[config.mk]
export PLATFORM = sky130hd
export DESIGN_NAME = priority_encoder_8to3_flat
export DESIGN_NICKNAME = d
export VERILOG_FILES = /design/src/rtl/priority_encoder_8to3_if.sv /design/src/rtl/priority_encoder_8to3.sv /design/src/flat_wrapper.sv
export SDC_FILE = /design/constraint.sdc
export NUM_CORES = 1
export LEC_CHECK = 0
export CAP_MARGIN = 20
export CORE_AREA = 3 3 40 42
export CTS_CLUSTER_SIZE = 12
export DETAILED_ROUTE_END_ITERATION = 6
export DIE_AREA = 0 0 43 45
export GPL_TIMING_DRIVEN = 0
export PLACE_DENSITY_LB_ADDON = 0.08
export RECOVER_POWER = 50
export SLEW_MARGIN = 25
export SYNTH_ARGS = -nofsm -noshare
export SYNTH_HDL_FRONTEND = slang
export SYNTH_SLANG_ARGS = --single-unit
[constraint.sdc]
create_clock -name clk -period 0.83 [get_ports clk]
set_input_delay 0.2075 -clock clk [delete_from_list [all_inputs] [get_ports clk]]
set_output_delay 0.2075 -clock clk [all_outputs]
set_load 0.02 [all_outputs]
[src/rtl/priority_encoder_8to3_if.sv]
// Request/result bundle for the 8-to-3 priority encoder.
// Carries the request vector d and the registered result e/v; no flow control.
// The requester drives d every cycle and the encoder answers one cycle later.
interface priority_encoder_8to3_if;
  logic [7:0] d;  // request vector, bit i = request i
  logic [2:0] e;  // index of the winning request
  logic       v;  // any request was present

  // Requester side: drives requests, observes the encoded result.
  modport master (output d, input e, v);
  // Encoder side: samples requests, drives the encoded result.
  modport slave  (input d, output e, v);
endinterface

[src/rtl/priority_encoder_8to3.sv]
// Registered 8-to-3 priority encoder: index of the winning request bit plus any-valid.
// Latency: exactly one clock from sampled d to e/v.
// Backpressure: none; a new request vector is accepted every cycle.
module priority_encoder_8to3 #(
  parameter bit LSB_PRIORITY = 1'b0  // 0: d[7] wins, 1: d[0] wins
) (
  input  logic                  clk,
  input  logic                  rst,
  priority_encoder_8to3_if.slave bus
);

  logic [2:0] enc;
  logic       any;
  logic [2:0] e_q;
  logic       v_q;

  // Pick the winning index: the scan order makes the highest-priority set bit
  // the last assignment. No set bit leaves the index at 0, so e is never X.
  always_comb begin
    enc = 3'b000;
    if (LSB_PRIORITY) begin
      for (int i = 7; i >= 0; i--) begin
        if (bus.d[i]) enc = 3'(i);
      end
    end else begin
      for (int i = 0; i < 8; i++) begin
        if (bus.d[i]) enc = 3'(i);
      end
    end
  end

  assign any = |bus.d;

  // Output register; reset wins over the sampled request and forces 0/0.
  always_ff @(posedge clk) begin
    if (rst) begin
      e_q <= 3'b000;
      v_q <= 1'b0;
    end else begin
      e_q <= enc;
      v_q <= any;
    end
  end

  // Outputs come straight from flops: no combinational path from d.
  assign bus.e = e_q;
  assign bus.v = v_q;

endmodule

[src/flat_wrapper.sv]
// flat-port wrapper written by rule: the top's interface ports become plain ports
module priority_encoder_8to3_flat 
#(
  parameter bit LSB_PRIORITY = 1'b0                               
)
  (clk, rst, bus_d, bus_e, bus_v);
  priority_encoder_8to3_if bus_i ();
  input  logic clk;
  input  logic rst;
  input wire logic [$bits(bus_i.d)-1:0] bus_d;
  output wire logic [$bits(bus_i.e)-1:0] bus_e;
  output wire logic [$bits(bus_i.v)-1:0] bus_v;
  assign bus_i.d = bus_d;
  assign bus_e = bus_i.e;
  assign bus_v = bus_i.v;
  priority_encoder_8to3 #(.LSB_PRIORITY(LSB_PRIORITY)) u_core (.clk(clk), .rst(rst), .bus(bus_i));
endmodule
==> summary.md <==
| Metric | Value |
|---|---|
| Crit-path max FO | 1 |
| Total vias in the final route | 172 |
| Least-Margin Pin Slew | 232 ps |
| Fraction of post-synthesis cell area in the top cell type by area | 50.0% |
| Die height | 45 um |
| Final hold violation count | 0 |
| Placed Cells | 44 |
| Starting Density | 12.5% |
| Critical path arrival | 660 ps |
| Number of DRC violations after detailed-routing iteration 0 | 0 |
| Worst Hold Margin | 262 ps |
| Final #Nets | 44 |
| Iteration count of the initial detailed-routing pass | 1 |
| Final instance count without filler cells | 47 |
| Fraction of registers with async set/reset | 0% |
| Portion of netlist area occupied by mux cells | 0% |
| Simple logic cell fraction of the synthesized area | 14.1% |
| Number of distinct library cells after synthesis | 12 |
| Kind of critical path | reg2out |
| Setup repair after global routing missed its margin | true |
| Count of buffer and inverter cells on the critical path | 1 |
| Time the final worst path needs with I/O delays and setup | 863 ps |
| Routing usage on met2 | 7.78% |
| CTS H-Tree Depth | 1 |
| Net switching share of the total power | 23.1% |
| # Max-Cap Violations | 0 |
| Core occupancy in the finished layout | 26.6% |
| Setup repair bufs after CTS | 0 |
| Routed wire length per instance | 8.85 um |
| Compound-Gate Fraction of Synth Area | 33.6% |
| Peak clock frequency supported by timing | 1160 MHz |
| Internal power component | 0.000431 W |
| Row count | 13 |
| Residual overflow from global routing | 0 |
| Worst-path cell chain | buf_6 |
| Top flip-flop cell by instance count after synthesis | sky130_fd_sc_hd__dfxtp_1 |
| FF+latch area | 85.1 um2 |
| Required @ worst endpoint | 620 ps |
| Total global-route track usage | 5.83% |
| Synthesized area divided by synthesized cell count | 10.0 um2 |
| GRT met3 Usage | 2.79% |
| Worst Setup Start Kind | flip-flop |
| Cell type contributing the most total cell area after synthesis | sky130_fd_sc_hd__dfxtp_1 |
| Sequential cell area fraction in the yosys report | 50.0% |
| Multi-input gate area in the final layout | 83.8 um2 |
| Vias in the first global route | 184 |
| NetSw | 0.000130 W |
| Number of nets in the synthesized netlist | 26 |
| Final wirelength | 416 um |
| Number of enable-type register cells in the synthesized netlist | 0 |
| Register bit count reported by yosys | 4 |
| Total CTS buffers | 3 |
| Worst-case clock buffer depth | 2 |
| Relative slew slack | 84.4% |
| VDD IR max | 0.352 mV |
| Filler Cells Inserted | 142 |
| Most numerous cell types in the synthesized netlist | sky130_fd_sc_hd__dfxtp_1 (4), sky130_fd_sc_hd__a21oi_1 (2) |
| Yosys warns | 0 |
| Type of the worst min-delay path | in2reg |
| Remaining DRCs | 0 |
| Power share of the combinational group | 20.1% |
| Outcome | finished with violations |
| Synth-to-Final Area Change | 113% |
| Worst Setup Slack post-DPL | -353 ps |
| Fraction of layout cells with a size suffix above 1 | 46.9% |
| Die extent in x | 43 um |
| Number of antenna-violating nets in the routed design | 0 |
| Average vias per placed instance | 3.66 |
| Post-CTS Hold Buffers | 0 |
| Dominant combinational cell family by area after synthesis | compound AO/OA/AOI/OAI gates |
| Count of mapped cells out of synthesis | 16 |
| Global-route wire length before repair | 724 um |
| Max-slew violations | 0 |
| Number of antenna violations at the first check in global routing | 0 |
| Count of endpoints failing setup in the final report | 4 |
| Global routing met1 resource utilization | 5.30% |
| Layer with the highest usage | met4 |
| CTS tree | done |
| Power per unit of standard cell area | 1640 nW/um2 |
| Maximum cell stage delay along the critical path | 310 ps |
| CTS Root Buffer Type | sky130_fd_sc_hd__clkbuf_4 |
| Share of the synthesized netlist area taken by xor and xnor gates | 0% |
| LEAKAGE | 0.157 nW |
| Core box area | 1280 um2 |
| Cell types occupying the most area after synthesis | sky130_fd_sc_hd__dfxtp_1 (50%), sky130_fd_sc_hd__o41ai_2 (10%), sky130_fd_sc_hd__a21oi_1 (6.3%) |
| Total inserted antenna cells | 0 |
| Clock-pin slew reported for the worst setup and hold paths after clock tree synthesis | 40 ps |
| Family of cells with the greatest summed delay on the critical path | flip-flops |
| Slowest stage cell, crit path | sky130_fd_sc_hd__dfxtp_2 |
| Floorplan die area | 1940 um2 |
| Type of destination of the critical path | output pin |
| Relative contribution of the clock network to total power | 41.6% |
| Failing checks | setup timing |
| Clock tree sinks | 4 |
| Largest net degree at the start of global routing | 6 |
| Post-Synth Adder-Cell Area | 0% |
| Port bufs | 13 |
| I/O pin cnt | 14 |
| Final Wtd Congestion | 0.677 |
| Netlist area before placement | 160 um2 |
| Register share of total power | 38.3% |
| Most repeated cell in the gate-level netlist after synthesis | sky130_fd_sc_hd__dfxtp_1 |
| Final worst slack | -33.3 ps |
| Final cycle utilization of the critical path | 104% |
-- cell families after synthesis --
family,count (synthesis)
DFF,4
and+or+nand+nor,4
AOI/OAI and AO/OA,7
buffers and inverters,1
-- area by class of cell --
| cell class | count | share of cell area (%) |
|---|---|---|
| inverter | 1 | 1.10 |
| multi-input combinational | 11 | 24.5 |
| clock buffer | 3 | 6.59 |
| tap | 15 | 5.49 |
| timing repair buffer | 13 | 37.4 |
| sequential | 4 | 24.9 |
-- final timing paths --
kind / start / end / slack [ps] / cells past startpoint
hold / removal: bus_d[7] / u_core.bus.e[0] / 260 / 3
setup / recovery: u_core.bus.e[2] / bus_e[2] / -30 / 1
-- routing by layer --
layer	vias to the layer above	share of wire (%)
met4	0	5.0
met3	4	16
met2	15	39
li1	91	-
met5	-	0
met1	62	39
-- placed cells by master, fill, tap and decap left out --
master	instances
sky130_fd_sc_hd__a21oi_1	1
sky130_fd_sc_hd__inv_1	1
sky130_fd_sc_hd__nor4_2	1
sky130_fd_sc_hd__nor2_1	2
sky130_fd_sc_hd__o21bai_1	1
sky130_fd_sc_hd__o41ai_2	1
sky130_fd_sc_hd__a21oi_2	2
sky130_fd_sc_hd__a31oi_1	1
sky130_fd_sc_hd__dfxtp_2	4
sky130_fd_sc_hd__clkbuf_4	3
sky130_fd_sc_hd__dlygate4sd2_1	8
sky130_fd_sc_hd__dlymetal6s2s_1	1
sky130_fd_sc_hd__o21ai_1	1
sky130_fd_sc_hd__buf_6	4
sky130_fd_sc_hd__nor2b_1	1
-- sequential cells by signal (all words and copies together) (netlist names) --
signal,cells
u_core.bus.v,1
u_core.bus.e,3
-- per-stage QoR --
step | TNS (ps) | cell area (um2) | power, W
3_3_place_gp | -2270 | 309 | 0.000335
3_5_place_dp | -2320 | 309 | 0.000336
4_1_cts | -178 | 344 | 0.000583
2_1_floorplan | 0 | 160 | 0.000254
6_report | -128 | 342 | 0.000561
5_1_grt | -217 | 342 | 0.000600
-- power groups by stage --
| stage | Combinational, W | Clock [W] | Sequential [W] |
|---|---|---|---|
| detailed placement | 0.000123 | 0 | 0.000213 |
| finish | 0.000113 | 0.000233 | 0.000215 |
| floorplan | 0.0000238 | 0 | 0.000230 |
| CTS | 0.000118 | 0.000250 | 0.000215 |
| global placement | 0.000123 | 0 | 0.000212 |
| global route | 0.000123 | 0.000261 | 0.000216 |
-- repair_timing --
item,CTS,global route
gates resized for setup,39,1
gates cloned,0,0
pin swaps,5,2
setup endpoints to repair,8,5
Power figures use the tool's default switching activity.
